**config.mk**
```make
export PLATFORM = sky130hd
export DESIGN_NAME = jump_physics_flat
export DESIGN_NICKNAME = d
export VERILOG_FILES = /design/src/rtl/jump_physics_if.sv /design/src/rtl/jump_physics.sv /design/src/flat_wrapper.sv
export SDC_FILE = /design/constraint.sdc
export NUM_CORES = 1
export LEC_CHECK = 0
export CORE_MARGIN = 8
export CORE_UTILIZATION = 30
export DETAILED_ROUTE_END_ITERATION = 6
export HOLD_SLACK_MARGIN = 0.03
export PLACE_DENSITY_LB_ADDON = 0.25
export SYNTH_ARGS = -nofsm -noshare
export SYNTH_HDL_FRONTEND = slang
export SYNTH_SLANG_ARGS = --single-unit
export TNS_END_PERCENT = 50
```
**constraint.sdc**
```tcl
create_clock -name clk -period 5.78 [get_ports clk]
set_clock_uncertainty 0.2 [all_clocks]
set_input_delay 1.156 -clock clk [delete_from_list [all_inputs] [get_ports clk]]
set_output_delay 1.156 -clock clk [all_outputs]
set_load 0.1 [all_outputs]
```
**src/rtl/jump_physics_if.sv**
```systemverilog
//------------------------------------------------------------------------------
// jump_physics_if : command/update strobe in, sprite Y/velocity/status out
// Revision: 1.0
//------------------------------------------------------------------------------
`timescale 1ns/1ps
`default_nettype none

interface jump_physics_if #(
  parameter int Y_W = 7
) ();
  logic                update;
  logic [2:0]          operation;
  logic [Y_W-1:0]      yout;
  logic signed [Y_W:0] vel;
  logic                airborne;
  logic                landed;
  logic                cmd_ack;

  modport master (
    output update, operation,
    input  yout, vel, airborne, landed, cmd_ack
  );

  modport slave (
    input  update, operation,
    output yout, vel, airborne, landed, cmd_ack
  );
endinterface

`default_nettype wire

```
**src/rtl/jump_physics.sv**
```systemverilog
//------------------------------------------------------------------------------
// jump_physics : vertical-motion engine (gravity, terminal speed, ceiling/ground)
// Revision: 1.0
//------------------------------------------------------------------------------
`timescale 1ns/1ps
`default_nettype none

module jump_physics #(
  parameter int Y_W     = 7,
  parameter int GROUND  = 108,
  parameter int CEIL    = 0,
  parameter int BIG_V   = 9,
  parameter int SMALL_V = 7,
  parameter int GRAVITY = 1,
  parameter int V_MAX   = 8
) (
  input  wire logic     clk,
  input  wire logic     reset,
  jump_physics_if.slave bus
);

  localparam int VW = Y_W + 2;

  localparam logic signed [VW-1:0] C_GROUND    = VW'(GROUND);
  localparam logic signed [VW-1:0] C_CEIL      = VW'(CEIL);
  localparam logic signed [VW-1:0] C_BIG_NEG   = VW'(-BIG_V);
  localparam logic signed [VW-1:0] C_SMALL_NEG = VW'(-SMALL_V);
  localparam logic signed [VW-1:0] C_VMAX      = VW'(V_MAX);
  localparam logic signed [VW-1:0] C_GRAV      = VW'(GRAVITY);

  typedef enum logic [0:0] {
    ST_GROUND = 1'b0,
    ST_AIR    = 1'b1
  } state_t;

  state_t              r_state;
  logic [Y_W-1:0]      r_y;
  logic signed [Y_W:0] r_vel;
  logic                r_landed;
  logic                r_ack;

  logic                w_jump_big;
  logic                w_jump_small;
  logic                w_drop;
  logic                w_accept;
  logic                w_step;
  logic                w_land;
  logic                w_ceil;
  logic signed [VW-1:0] w_v;
  logic signed [VW-1:0] w_yn;
  logic signed [VW-1:0] w_vg;
  logic signed [Y_W:0]  w_vnext;

  always_comb begin
    w_jump_big   = (r_state == ST_GROUND) && (bus.operation == 3'b001);
    w_jump_small = (r_state == ST_GROUND) && (bus.operation == 3'b010);
    w_drop       = (r_state == ST_AIR)    && (bus.operation == 3'b100);
    w_accept     = w_jump_big || w_jump_small || w_drop;

    // Velocity for this edge: a command accepted now takes effect before the step.
    if (w_jump_big) begin
      w_v = C_BIG_NEG;
    end else if (w_jump_small) begin
      w_v = C_SMALL_NEG;
    end else if (w_drop) begin
      w_v = C_VMAX;
    end else begin
      w_v = {r_vel[Y_W], r_vel};
    end

    w_step = bus.update && ((r_state == ST_AIR) || w_accept);
    w_yn   = $signed({2'b00, r_y}) + w_v;
    w_land = w_step && (w_yn >= C_GROUND);
    // Clamp only while still rising; resting at the ceiling with zero velocity
    // must be allowed to fall away, otherwise the sprite would stick forever.
    w_ceil = w_step && !w_land && (w_yn <= C_CEIL) && w_v[VW-1];

    w_vg    = w_v + C_GRAV;
    w_vnext = (w_vg > C_VMAX) ? C_VMAX[Y_W:0] : w_vg[Y_W:0];
  end

  always_ff @(posedge clk or negedge reset) begin
    if (!reset) begin
      r_state  <= ST_GROUND;
      r_y      <= Y_W'(GROUND);
      r_vel    <= '0;
      r_landed <= 1'b0;
      r_ack    <= 1'b0;
    end else begin
      r_landed <= w_land;
      // A fast-fall that lands on the same edge reports only the landing.
      r_ack    <= w_accept && !w_land;
      if (w_land) begin
        r_state <= ST_GROUND;
        r_y     <= Y_W'(GROUND);
        r_vel   <= '0;
      end else if (w_ceil) begin
        r_state <= ST_AIR;
        r_y     <= Y_W'(CEIL);
        r_vel   <= '0;
      end else if (w_step) begin
        r_state <= ST_AIR;
        r_y     <= w_yn[Y_W-1:0];
        r_vel   <= w_vnext;
      end else if (w_accept) begin
        r_state <= ST_AIR;
        r_vel   <= w_v[Y_W:0];
      end
    end
  end

  assign bus.yout     = r_y;
  assign bus.vel      = r_vel;
  assign bus.airborne = (r_state == ST_AIR);
  assign bus.landed   = r_landed;
  assign bus.cmd_ack  = r_ack;

endmodule

`default_nettype wire
```
**src/flat_wrapper.sv**
```systemverilog
// flat-port wrapper written by rule: the top's interface ports become plain ports
module jump_physics_flat 
#(
  parameter int Y_W     = 7,
  parameter int GROUND  = 108,
  parameter int CEIL    = 0,
  parameter int BIG_V   = 9,
  parameter int SMALL_V = 7,
  parameter int GRAVITY = 1,
  parameter int V_MAX   = 8
)
  (clk, reset, bus_update, bus_operation, bus_yout, bus_vel, bus_airborne, bus_landed, bus_cmd_ack);
  jump_physics_if #(.Y_W(Y_W)) bus_i ();
  input  wire logic clk;
  input  wire logic reset;
  input wire logic [$bits(bus_i.update)-1:0] bus_update;
  input wire logic [$bits(bus_i.operation)-1:0] bus_operation;
  output wire logic [$bits(bus_i.yout)-1:0] bus_yout;
  output wire logic [$bits(bus_i.vel)-1:0] bus_vel;
  output wire logic [$bits(bus_i.airborne)-1:0] bus_airborne;
  output wire logic [$bits(bus_i.landed)-1:0] bus_landed;
  output wire logic [$bits(bus_i.cmd_ack)-1:0] bus_cmd_ack;
  assign bus_i.update = bus_update;
  assign bus_i.operation = bus_operation;
  assign bus_yout = bus_i.yout;
  assign bus_vel = bus_i.vel;
  assign bus_airborne = bus_i.airborne;
  assign bus_landed = bus_i.landed;
  assign bus_cmd_ack = bus_i.cmd_ack;
  jump_physics #(.Y_W(Y_W), .GROUND(GROUND), .CEIL(CEIL), .BIG_V(BIG_V), .SMALL_V(SMALL_V), .GRAVITY(GRAVITY), .V_MAX(V_MAX)) u_core (.clk(clk), .reset(reset), .bus(bus_i));
endmodule
```
==> flow_summary.json <==
{
  "crit_fanout": 8,
  "drt_iter0_markers": 86,
  "coreArea_mm2": 0.00544,
  "clkTransAtPathRegs_ns": 0.08,
  "final_core_utilization_pct": 37.4,
  "maxSlewHeadroom_pct": 35.1,
  "post_cts_buffers": 0,
  "status": "complete, no violations",
  "holdWs_ns": 0.303,
  "power.density_mw_per_mm2": 598,
  "post-place-ws_ns": 0.435,
  "synth.distinct_cells": 60,
  "crit_type": "in2reg",
  "drc": 0,
  "synth_enable_flop_cells": 0,
  "synthToLayoutAreaGrowth_pct": 22.0,
  "place.gp.congestion": 0.893,
  "met1_length_um": 2150,
  "maxSlewViolCount": 0,
  "top_layer": "met4",
  "grt_pass1_vias": 1571,
  "wl_per_cell_um": 15.6,
  "numCtsBuffers": 3,
  "drt_wl_total_um": 4630,
  "dp_hpwl_um": 3610,
  "clock_latency_ns": 0.25,
  "cts_tree": "built",
  "start_util_pct": 30.7,
  "path_cells": "clkdlybuf4s50_1 -> or3b_1 -> nand2_1 -> a211oi_1 -> ha_1 -> a211oi_1 -> o21ai_0 -> a211o_1 -> a41oi_1 -> o211a_1 -> nand2_1 -> a21oi_4 -> nand2_2 -> o311ai_2",
  "synth_cells": 200,
  "finalNonFillerCells": 296,
  "slowest_stage": "clkdlybuf4s50_1",
  "dp_cells": 292,
  "drive_above_1_share_pct": 13.4,
  "grt_usage_pct": 11.6,
  "setup_slack_ns": 0.683,
  "die-area_mm2": 0.00821,
  "seq_area_frac_synth_pct": 27.3,
  "ctsRootBufferMaster": "clkbuf_8",
  "hold_viol": 0,
  "grt_pass1_wl_um": 7970,
  "syn_avg_cell_area_um2": 8.35,
  "rsz0062_at_grt": "false",
  "maxCapViolations": 0,
  "synth_fp_nets": 215,
  "vias_per_cell": 5.35,
  "crit_path_start_kind": "input pin",
  "ios": 24,
  "synthFlopType": "dfrtp_1",
  "rows": 27,
  "grt_overflow_total": 0,
  "holdBufCountCts": 0,
  "end_kind": "flop",
  "power_leakage_nw": 0.837,
  "synth_warnings": 0,
  "finalPower_mw": 1.22,
  "place_area_mm2": 0.00198,
  "fmax_mhz": 196,
  "die_w_um": 90.6,
  "finalNetCount": 240,
  "antenna_left": 0,
  "cts_resized": 0,
  "period_needed_ns": 5.10,
  "route.met3.wl_um": 210,
  "num_vias": 1583,
  "grt_max_degree": 22,
  "netlist_area_mm2": 0.00167,
  "antenna_found_initial": 0,
  "peakVddDrop_v": 0.000261,
  "clockBufferDepth": 2,
  "postSynth.asyncResetShare_pct": 100,
  "tightest_slew_ns": 0.971,
  "antenna_cells": 0,
  "tns_ns": 0,
  "slowest_delay_ns": 0.63,
  "die_y_um": 90.6,
  "cts.sinks": 18,
  "drt_first_pass_iters": 4,
  "min_path_type": "reg2reg",
  "h-tree-depth": 1,
  "wl_met2_um": 2240,
  "design_area_mm2": 0.00204,
  "synth-seq-cells": 18,
  "setup-violations-final": 0,
  "critPathRequiredTime_ns": 5.74,
  "min_period_over_period_pct": 88.2,
  "worstPathArrival_ns": 5.06,
  "port-buffer-count": 23
}
[cells in the mapped netlist (all sizes together), types with 6 or more instances]
cell type  count  share of area, %
nand2         21               4.9
nor2          20               4.5
o21ai         16               5.0
a21oi         14               5.8
dfrtp         14                21
inv           10               2.2
ha             8               6.0
a211oi         7               3.1
nand3          7               2.1
nor3           6               1.8
[cells by family after synthesis]
| group | after synthesis | share of synthesized area (%) |
|---|---|---|
| fa+ha+maj | 9 | 7.20 |
| simple gates | 74 | 22.5 |
| xor+xnor | 5 | 3.52 |
| buf+inv | 19 | 5.47 |
| flops | 18 | 27.3 |
| compound gates | 75 | 34.0 |
[cell usage in the layout, fill, tap and decap left out, types with 3 or more instances in the layout]
cell type and count:
clkdlybuf4s50_1 23, nand2_1 20, nor2_1 20, o21ai_0 14
dfrtp_1 14, a21oi_1 11, inv_1 10, ha_1 8
a211oi_1 7, nand3_1 7, nor3_1 6, buf_4 6
o211ai_1 5, a21o_1 5, o21bai_1 4, clkbuf_8 4
dfstp_2 4, o31ai_1 3, o21a_1 3
[flip-flops by register name (all words and copies together) (netlist names)]
name,cells
u_core.bus.landed,1
u_core.bus.vel,8
u_core.bus.airborne,1
u_core.bus.cmd_ack,1
u_core.bus.yout,7
[power by group]
part	leakage (nW)	internal, mW	switching [mW]	total, mW
combinational	0.583	0.265	0.617	0.883
sequential	0.226	0.178	0.0493	0.227
clock	0.0288	0.0606	0.0466	0.107
[final cells by class]
cell class | instances | area [µm²]
Tap cell | 72 | 90.1
Clock buffer | 4 | 55.1
Timing Repair Buffer | 29 | 275
Inverter | 10 | 37.5
Multi-Input combinational cell | 163 | 1120
Fill cell | 567 | 3400
Sequential cell | 18 | 455
[critical path: cells and delay by family]
family | cells | cell delay [ns]
AO/OA/AOI/OAI | 8 | 2.32
adder cells (fa/ha/maj) | 1 | 0.40
buffers and inverters | 1 | 0.63
AND/OR/NAND/NOR | 4 | 0.55
[metal layers]
metal	up-vias	global-route usage (%)
met5	-	0
met4	0	3.61
met3	4	1.91
met2	36	18.5
met1	742	15.4
li1	801	-
[path summary, 6_finish.rpt]
check | start | endpoint | slack (ns) | cells after the start
max | bus_operation[1] | u_core.bus.vel[2]$_DFFE_PN0P_ | 0.68 | 14
min | u_core.bus.yout[2]$_DFFE_PN1P_ | u_core.bus.yout[2]$_DFFE_PN1P_ | 0.30 | 2
max reg2reg | u_core.bus.airborne$_DFFE_PN0P_ | u_core.bus.vel[2]$_DFFE_PN0P_ | 1.63 | 14
min reg2reg | u_core.bus.yout[2]$_DFFE_PN1P_ | u_core.bus.yout[2]$_DFFE_PN1P_ | 0.30 | 2
max in group asynchronous | reset | u_core.bus.yout[4]$_DFFE_PN0P_ | 3.66 | 1
min in group asynchronous | reset | u_core.bus.cmd_ack$_DFF_PN0_ | 1.19 | 1
(Power assumes the default switching activity.)
